**src/rtl/companion_step_sched_pkg.sv**
```systemverilog
// ---------------------------------------------------------------------------
// companion_step_sched_pkg
// Shared definitions for the LC companion-model step scheduler:
//   - Q-format constants (signed Q8.8 at defaults, saturation limits)
//   - FSM state encoding for the scheduler
//   - saturating add / subtract / negate helpers (computed one bit wider,
//     then clamped back to Q_W bits)
// ---------------------------------------------------------------------------
package companion_step_sched_pkg;

  localparam int Q_W    = 16;
  localparam int Q_FRAC = 8;

  localparam logic [Q_W-1:0] QMAX = {1'b0, {(Q_W-1){1'b1}}};
  localparam logic [Q_W-1:0] QMIN = {1'b1, {(Q_W-1){1'b0}}};

  typedef enum logic [2:0] {
    S_IDLE  = 3'd0,
    S_LOAD  = 3'd1,
    S_MUL_L = 3'd2,
    S_MUL_C = 3'd3,
    S_UPD   = 3'd4,
    S_ZOUT  = 3'd5
  } state_t;

  // Clamp a Q_W+1 bit signed intermediate back into Q_W bits.
  function automatic logic [Q_W-1:0] sat_wide(input logic [Q_W:0] s);
    if (s[Q_W] != s[Q_W-1]) begin
      return s[Q_W] ? QMIN : QMAX;
    end
    return s[Q_W-1:0];
  endfunction

  function automatic logic [Q_W-1:0] sat_add(input logic [Q_W-1:0] a,
                                             input logic [Q_W-1:0] b);
    return sat_wide({a[Q_W-1], a} + {b[Q_W-1], b});
  endfunction

  function automatic logic [Q_W-1:0] sat_sub(input logic [Q_W-1:0] a,
                                             input logic [Q_W-1:0] b);
    return sat_wide({a[Q_W-1], a} - {b[Q_W-1], b});
  endfunction

  // Negating the most negative value clamps to QMAX.
  function automatic logic [Q_W-1:0] sat_neg(input logic [Q_W-1:0] a);
    return sat_sub({Q_W{1'b0}}, a);
  endfunction

endpackage

```
**src/rtl/companion_step_sched_mul.sv**
```systemverilog
// ---------------------------------------------------------------------------
// fxp_mul_sat
// Registered signed fixed-point multiplier, latency 1.
//   clk, rst_n : clock, synchronous active-low reset
//   a, b       : signed operands (W bits, FRAC fractional bits)
//   p          : registered product, truncated toward -inf and saturated
// ---------------------------------------------------------------------------
module fxp_mul_sat
  import companion_step_sched_pkg::*;
#(
  parameter int W    = Q_W,
  parameter int FRAC = Q_FRAC
) (
  input  logic                clk,
  input  logic                rst_n,
  input  logic signed [W-1:0] a,
  input  logic signed [W-1:0] b,
  output logic        [W-1:0] p
);

  logic signed [2*W-1:0] prod;
  logic        [W-1:0]   result;

  // Full-width product, then keep the Q-aligned window. Dropping the low
  // FRAC bits of a two's complement value floors toward -inf. If the bits
  // above the window are not a copy of its sign bit the value overflowed.
  always_comb begin
    prod   = a * b;
    result = prod[W+FRAC-1:FRAC];
    if (prod[2*W-1:W+FRAC-1] != {(W-FRAC+1){prod[2*W-1]}}) begin
      result = prod[2*W-1] ? {1'b1, {(W-1){1'b0}}} : {1'b0, {(W-1){1'b1}}};
    end
  end

  // Output register gives the single cycle of latency the scheduler expects.
  always_ff @(posedge clk) begin
    if (!rst_n) begin
      p <= '0;
    end else begin
      p <= result;
    end
  end

endmodule

```
**src/rtl/companion_step_sched.sv**
```systemverilog
// ---------------------------------------------------------------------------
// companion_step_sched
// Per-timestep scheduler for the LC companion-model update. One shared
// multiplier is time-multiplexed for
//   I_L <= I_L + (v1-v2)*GL        I_C <= -I_C + v2*GC
// and the source vector z = [-I_L, I_L+I_C, E] is then formed.
// Ports:
//   clk, rst_n          : clock, synchronous active-low reset
//   start, clr_state    : step request / history clear (IDLE only)
//   v1, v2, e_in        : node voltages and source value (signed Q8.8)
//   gl_coef, gc_coef    : T/L and 4C/T coefficients (signed Q8.8)
//   busy, done          : FSM not idle / one-cycle result-valid pulse
//   i_l, i_c            : history currents
//   z0, z1, z2          : source vector
//   step_count          : completed steps, wraps
// ---------------------------------------------------------------------------
module companion_step_sched
  import companion_step_sched_pkg::*;
#(
  parameter int W    = Q_W,
  parameter int FRAC = Q_FRAC
) (
  input  logic         clk,
  input  logic         rst_n,
  input  logic         start,
  input  logic         clr_state,
  input  logic [W-1:0] v1,
  input  logic [W-1:0] v2,
  input  logic [W-1:0] e_in,
  input  logic [W-1:0] gl_coef,
  input  logic [W-1:0] gc_coef,
  output logic         busy,
  output logic         done,
  output logic [W-1:0] i_l,
  output logic [W-1:0] i_c,
  output logic [W-1:0] z0,
  output logic [W-1:0] z1,
  output logic [W-1:0] z2,
  output logic [15:0]  step_count
);

  state_t state, state_next;

  logic [W-1:0] v1_q, v2_q, e_q, gl_q, gc_q;
  logic [W-1:0] diff, prod_l;
  logic [W-1:0] mul_a, mul_b, mul_p;
  logic         accept, clear;

  fxp_mul_sat #(.W(W), .FRAC(FRAC)) u_mul (
    .clk   (clk),
    .rst_n (rst_n),
    .a     (mul_a),
    .b     (mul_b),
    .p     (mul_p)
  );

  assign busy = (state != S_IDLE);

  // State register.
  always_ff @(posedge clk) begin
    if (!rst_n) begin
      state <= S_IDLE;
    end else begin
      state <= state_next;
    end
  end

  // Next state and multiplier operand selection. Clear has priority over
  // start in IDLE; both are ignored in every other state. The multiplier
  // sees diff*gl in MUL_L and v2*gc in MUL_C.
  always_comb begin
    state_next = state;
    mul_a      = diff;
    mul_b      = gl_q;
    accept     = 1'b0;
    clear      = 1'b0;
    case (state)
      S_IDLE: begin
        if (clr_state) begin
          clear = 1'b1;
        end else if (start) begin
          accept     = 1'b1;
          state_next = S_LOAD;
        end
      end
      S_LOAD:  state_next = S_MUL_L;
      S_MUL_L: state_next = S_MUL_C;
      S_MUL_C: begin
        mul_a      = v2_q;
        mul_b      = gc_q;
        state_next = S_UPD;
      end
      S_UPD:   state_next = S_ZOUT;
      S_ZOUT:  state_next = S_IDLE;
      default: state_next = S_IDLE;
    endcase
  end

  // Datapath. In UPD the multiplier output holds prod_C; both history
  // updates read the pre-update i_l/i_c. The z vector reads the freshly
  // updated history one cycle later.
  always_ff @(posedge clk) begin
    if (!rst_n) begin
      v1_q       <= '0;
      v2_q       <= '0;
      e_q        <= '0;
      gl_q       <= '0;
      gc_q       <= '0;
      diff       <= '0;
      prod_l     <= '0;
      i_l        <= '0;
      i_c        <= '0;
      z0         <= '0;
      z1         <= '0;
      z2         <= '0;
      done       <= 1'b0;
      step_count <= '0;
    end else begin
      done <= 1'b0;
      if (accept) begin
        v1_q <= v1;
        v2_q <= v2;
        e_q  <= e_in;
        gl_q <= gl_coef;
        gc_q <= gc_coef;
      end
      if (clear) begin
        i_l        <= '0;
        i_c        <= '0;
        step_count <= '0;
      end
      case (state)
        S_LOAD:  diff <= sat_sub(v1_q, v2_q);
        S_MUL_C: prod_l <= mul_p;
        S_UPD: begin
          i_l <= sat_add(i_l, prod_l);
          i_c <= sat_sub(mul_p, i_c);
        end
        S_ZOUT: begin
          z0         <= sat_neg(i_l);
          z1         <= sat_add(i_l, i_c);
          z2         <= e_q;
          done       <= 1'b1;
          step_count <= step_count + 16'd1;
        end
        default: ;
      endcase
    end
  end

endmodule

```
**config.mk**
```make
export PLATFORM = sky130hd
export DESIGN_NAME = companion_step_sched
export DESIGN_NICKNAME = d
export VERILOG_FILES = /design/src/rtl/companion_step_sched_pkg.sv /design/src/rtl/companion_step_sched_mul.sv /design/src/rtl/companion_step_sched.sv
export SDC_FILE = /design/constraint.sdc
export NUM_CORES = 1
export LEC_CHECK = 0
export BUFFER_PORTS_ARGS = -buffer_cell sky130_fd_sc_hd__buf_2
export CAP_MARGIN = 20
export CORE_MARGIN = 10
export CORE_UTILIZATION = 50
export CTS_CLUSTER_DIAMETER = 200
export DETAILED_ROUTE_END_ITERATION = 8
export PLACE_DENSITY = 0.7
export SKIP_LAST_GASP = 1
export SYNTH_ARGS = -nofsm -noshare
export SYNTH_HDL_FRONTEND = slang
export SYNTH_SLANG_ARGS = --single-unit
```
**constraint.sdc**
```tcl
create_clock -name clk -period 16.3 [get_ports clk]
set_input_delay 2.445 -clock clk [delete_from_list [all_inputs] [get_ports clk]]
set_output_delay 2.445 -clock clk [all_outputs]
set_load 0.01 [all_outputs]
```
==> impl_results.html <==
<table>
<tr><th>Metric</th><th>Value</th></tr>
<tr><th colspan="2">Setup path</th></tr>
<tr><td>Category of cells accounting for the largest share of critical-path delay</td><td>adder cells</td></tr>
<tr><td>Ordered cell list for the critical path</td><td>nand3b_4 -&gt; o21ai_0 -&gt; nand2_1 -&gt; inv_1 -&gt; fa_1 -&gt; fa_1 -&gt; inv_1 -&gt; fa_1 -&gt; fa_1 -&gt; fa_1 -&gt; fa_1 -&gt; inv_1 -&gt; ha_1 -&gt; and3_1 -&gt; o2111ai_1 -&gt; a211oi_2 -&gt; nor3_4 -&gt; o31ai_4 -&gt; a21oi_2 -&gt; xnor2_2 -&gt; o21ai_2 -&gt; o32ai_1</td></tr>
<tr><td>Max Fanout on Critical Path</td><td>between 70 and 80</td></tr>
<tr><td>CP required</td><td>between 15 and 20 ns</td></tr>
<tr><td>Slack of the worst reg-to-reg path</td><td>7.20 ns</td></tr>
<tr><td>Depth of the worst register-to-register path</td><td>22</td></tr>
<tr><td>Type of element capturing the critical path</td><td>flip-flop</td></tr>
<tr><td>Total buffers and inverters traversed by the critical path</td><td>3</td></tr>
<tr><td>Library cell contributing the largest single delay on the critical path</td><td>fa_1</td></tr>
<tr><td>Crit path largest cell delay</td><td>slightly below 0.9 ns</td></tr>
<tr><td>Data arrival time of the critical path</td><td>roughly 9.5 ns</td></tr>
<tr><td>Worst r2r dst</td><td>u_mul.p[1]</td></tr>
<tr><td>Reg-to-reg startpoint</td><td>state[0]</td></tr>
<tr><td>Startpoint kind of the worst setup timing path</td><td>flip-flop</td></tr>
<tr><td>Cell repeated most along the worst path</td><td>fa_1</td></tr>
<tr><td>Critical path type</td><td>reg2reg</td></tr>
<tr><th colspan="2">CTS</th></tr>
<tr><td>Number of instances resized during post-cts repair</td><td>0</td></tr>
<tr><td>Number of buffers created by CTS</td><td>26</td></tr>
<tr><td>Number of sinks on the clock net</td><td>roughly 230</td></tr>
<tr><td>Clock edge transition at the registers on the reported setup and hold paths</td><td>roughly 0.060 ns</td></tr>
<tr><td>Clock insertion delay at the later pin of the skew report</td><td>between 0.5 and 0.6 ns</td></tr>
<tr><td>Setup bufs post-CTS</td><td>0</td></tr>
<tr><td>Clock Path Buffers</td><td>3</td></tr>
<tr><td>CTS root buffer</td><td>clkbuf_16</td></tr>
<tr><td>TritonCTS clock tree</td><td>built</td></tr>
<tr><td>Maximum level of the CTS H-tree</td><td>1</td></tr>
<tr><td>Hold buffers post-CTS</td><td>0</td></tr>
<tr><th colspan="2">Layout</th></tr>
<tr><td>Final Net Count</td><td>3206</td></tr>
<tr><td>Antenna Diode Count</td><td>0</td></tr>
<tr><td>Fill cell total of the finished layout</td><td>3871</td></tr>
<tr><td>Count of placed standard cells in the final layout, fillers left out</td><td>3271</td></tr>
<tr><td>Layout Area Growth over Synthesis</td><td>11.1%</td></tr>
<tr><td>Fraction of layout instances using a drive strength above 1</td><td>approximately an eighth</td></tr>
<tr><th colspan="2">GRT</th></tr>
<tr><td>Antenna violations before repair</td><td>0</td></tr>
<tr><td>Remaining Overflow, GRT</td><td>0</td></tr>
<tr><td>Tot GR Track Use</td><td>about a quarter</td></tr>
<tr><td>Largest net degree at the start of global routing</td><td>83</td></tr>
<tr><td>Via count of the first global-routing pass</td><td>~19000</td></tr>
<tr><td>Global-route wire length before repair</td><td>just under 100000 um</td></tr>
<tr><th colspan="2">Min path</th></tr>
<tr><td>Cell depth of the worst hold path</td><td>2</td></tr>
<tr><td>Launch instance of the worst min-delay path</td><td>e_q[6]</td></tr>
<tr><td>Worst Hold End</td><td>z2[6]</td></tr>
<tr><td>Worst min-delay path category</td><td>reg2reg</td></tr>
<tr><th colspan="2">Synthesis</th></tr>
<tr><td>Post-synthesis cell type count</td><td>76</td></tr>
<tr><td>Number of synthesized flops with an enable pin</td><td>0</td></tr>
<tr><td>Library cell with the largest summed area after synthesis</td><td>fa_1</td></tr>
<tr><td>Yosys warning total</td><td>0</td></tr>
<tr><td>Proportion of netlist area held by the largest area contributor</td><td>approximately a quarter</td></tr>
<tr><td>Post-Synthesis Net Count</td><td>slightly above 3000</td></tr>
<tr><td>Mean post-synth cell area</td><td>8.31 sq um</td></tr>
<tr><td>Proportion of register bits with asynchronous set or reset after synthesis</td><td>0%</td></tr>
<tr><td>Sequential-to-total area share from yosys stat</td><td>a little over a fifth</td></tr>
<tr><td>FF+latch count, synth</td><td>between 200 and 250</td></tr>
<tr><td>Synth Cell Area</td><td>0.0214 sq mm</td></tr>
<tr><td>Commonest register cell after synthesis</td><td>dfxtp_1</td></tr>
<tr><td>Mapped Cells</td><td>between 2000 and 3000</td></tr>
<tr><td>Synth area leaders</td><td>fa_1, dfxtp_1, ha_1</td></tr>
<tr><th colspan="2">Placed design</th></tr>
<tr><td>Place WS</td><td>7.14 ns</td></tr>
<tr><td>Weighted congestion reported at the end of routability-driven placement</td><td>between 0.9 and 1</td></tr>
<tr><td>Half-perimeter wire length of the detailed placement result</td><td>between 40000 and 50000 um</td></tr>
<tr><td>Count of input and output buffers</td><td>181</td></tr>
<tr><td>Placed Cells</td><td>between 3000 and 4000</td></tr>
<tr><th colspan="2">STA</th></tr>
<tr><td>Total negative slack</td><td>0 ns</td></tr>
<tr><td>Setup slack after layout</td><td>approximately 7.2 ns</td></tr>
<tr><td>Ratio of final minimum period to clock period</td><td>a little under three fifths</td></tr>
<tr><td>Time the final worst path needs with I/O delays and setup</td><td>9.10 ns</td></tr>
<tr><td>Normalized max-slew margin</td><td>30.7%</td></tr>
<tr><td>Maximum clock rate</td><td>around 110 MHz</td></tr>
<tr><td>Number of slew-limit violations in the final report</td><td>0</td></tr>
<tr><td>Max Clock Skew</td><td>0.0231 ns</td></tr>
<tr><td>Setup-violating endpoint count in the final report</td><td>0</td></tr>
<tr><td>RSZ-0062 raised after global routing</td><td>false</td></tr>
<tr><td>Worst Tran Pin Value</td><td>slightly above 1 ns</td></tr>
<tr><td>Final hold viol count</td><td>0</td></tr>
<tr><th colspan="2">Die</th></tr>
<tr><td>Count of boundary I/O pins</td><td>roughly 180</td></tr>
<tr><td>Height of the chip</td><td>227 um</td></tr>
<tr><td>Die area</td><td>0.0514 sq mm</td></tr>
<tr><td>Horizontal die dimension</td><td>227 um</td></tr>
<tr><td>Row count</td><td>75</td></tr>
<tr><td>Starting Density</td><td>between 50% and 60%</td></tr>
<tr><td>Core Footprint</td><td>~0.042 sq mm</td></tr>
<tr><th colspan="2">Power</th></tr>
<tr><td>Power Total</td><td>1.96 mW</td></tr>
<tr><td>Static leakage</td><td>around 11 nW</td></tr>
<tr><td>Peak supply drop</td><td>approximately 0.000077 V</td></tr>
<tr><td>Cell Pwr Density</td><td>82.5 mW/mm^2</td></tr>
<tr><th colspan="2">Job</th></tr>
<tr><td>Max-capacitance violation count</td><td>0</td></tr>
<tr><th colspan="2">Drt</th></tr>
<tr><td>1st-iter DRT viols</td><td>approximately 1500</td></tr>
<tr><td>Count of antenna-violating nets left after detailed routing</td><td>0</td></tr>
<tr><td>Number of iterations in the first detailed-routing pass</td><td>6</td></tr>
<tr><td>Average wire length per cell after detail routing</td><td>around 19 um</td></tr>
<tr><td>Post-detailed-routing wire length</td><td>around 61000 um</td></tr>
<tr><td>Via density</td><td>5.59</td></tr>
<tr><td>DRC viols</td><td>0</td></tr>
<tr><td>Total number of vias</td><td>18300</td></tr>
<tr><th colspan="2">Status</th></tr>
<tr><td>Run status</td><td>completed</td></tr>
</table>
[per-stage QoR]
stage          utilization [%]  cell area [sq um]  hold slack [ns]
3_5_place_dp              54.1              22800            0.442
5_1_grt                   56.3              23700            0.471
4_1_cts                   56.2              23700            0.452
2_1_floorplan                -              21400            0.432
6_report                  56.3              23700            0.447
3_3_place_gp              54.1              22800            0.437
[power by group]
part	leakage [nW]	internal [mW]	switching [mW]
logic	8.97	0.286	0.413
registers	1.85	0.597	0.0404
clock network	0.440	0.371	0.251
total	11.3	1.25	0.705
[worst min-delay path, stage by stage (launching register included)]
cell     delay [ns]
dfxtp_1        0.31
nand2_1        0.05
a21oi_1        0.05
[layout make-up]
class | count | area (sq um) | area share, %
clock inverters | 17 | 210 | 0.886
clock buffers | 31 | 699 | 2.95
inverters | 352 | 1320 | 5.58
repair buffers | 216 | 1180 | 4.97
multi-input cells | 1888 | 15100 | 63.5
flip-flops and latches | 228 | 4560 | 19.2
well taps | 539 | 674 | 2.84
[routing by layer]
layer | GRT usage (%) | share of wire (%)
met3 | 3.20 | 5.8
met4 | 10.7 | 4.8
met1 | 28.9 | 40
met5 | 0 | 0
met2 | 41.6 | 49
[Yosys cell counts (all sizes together), types with 19 or more instances]
| cell type | number |
|---|---|
| o21ai | 109 |
| xor2 | 28 |
| a221o | 26 |
| inv | 351 |
| fa | 265 |
| mux2i | 22 |
| or3 | 20 |
| nor2 | 207 |
| maj3 | 19 |
| nand3 | 29 |
| a21oi | 259 |
| ha | 145 |
| nand2 | 443 |
| xnor2 | 64 |
| or2 | 22 |
| dfxtp | 228 |
| nor3 | 36 |
| clkbuf | 91 |
[flip-flops by register name (all words and copies together), names as in the netlist, 16 cells and up]
signal,count
diff,16
e_q,16
gc_q,16
gl_q,16
i_c,16
i_l,16
prod_l,16
step_count,16
u_mul.p,16
v1_q,16
v2_q,16
z0,16
z1,16
z2,16
[how the worst max path moves through the flow]
stage	from	endpoint	slack (ns)	cells past startpoint
2_1_floorplan	state[2]	u_mul.p[11]	8.70	29
3_3_place_gp	state[0]	u_mul.p[1]	7.52	21
3_5_place_dp	state[0]	u_mul.p[1]	7.14	21
4_1_cts	state[0]	u_mul.p[1]	7.10	21
5_1_grt	state[0]	u_mul.p[1]	6.53	21
6_report	state[0]	u_mul.p[1]	7.20	22
[cell usage in the layout (no fill, tap or decap), types with 8 or more instances in the layout]
cell,n
o21a_1,18
xor2_1,28
o21ai_1,12
a221o_1,26
nor3_1,34
mux2i_1,22
xnor2_1,63
and3_1,11
clkbuf_16,26
a21boi_1,11
buf_2,181
nand4_1,9
or2_2,21
maj3_1,19
a21oi_1,247
nand2_1,442
ha_1,145
o21ai_0,96
inv_1,351
nand2b_1,8
fa_1,265
buf_4,33
nor2_1,206
a21oi_2,12
nor2b_1,13
dfxtp_1,228
a21o_1,18
or3_1,20
nand3_1,29
[cell families (layout without fill, tap and decap cells)]
group                    after synthesis  after routing  share of synthesized area (%)
AO/OA/AOI/OAI                        518            518                           14.9
adder cells (fa/ha/maj)              429            429                           34.2
multiplexers                          24             24                           1.14
buffers and inverters                455            616                           8.10
AND/OR/NAND/NOR                      825            825                           16.5
XOR/XNOR                              92             92                           3.81
flip-flops                           228            228                           21.4
Note: power is estimated with default switching activity, not from simulation.
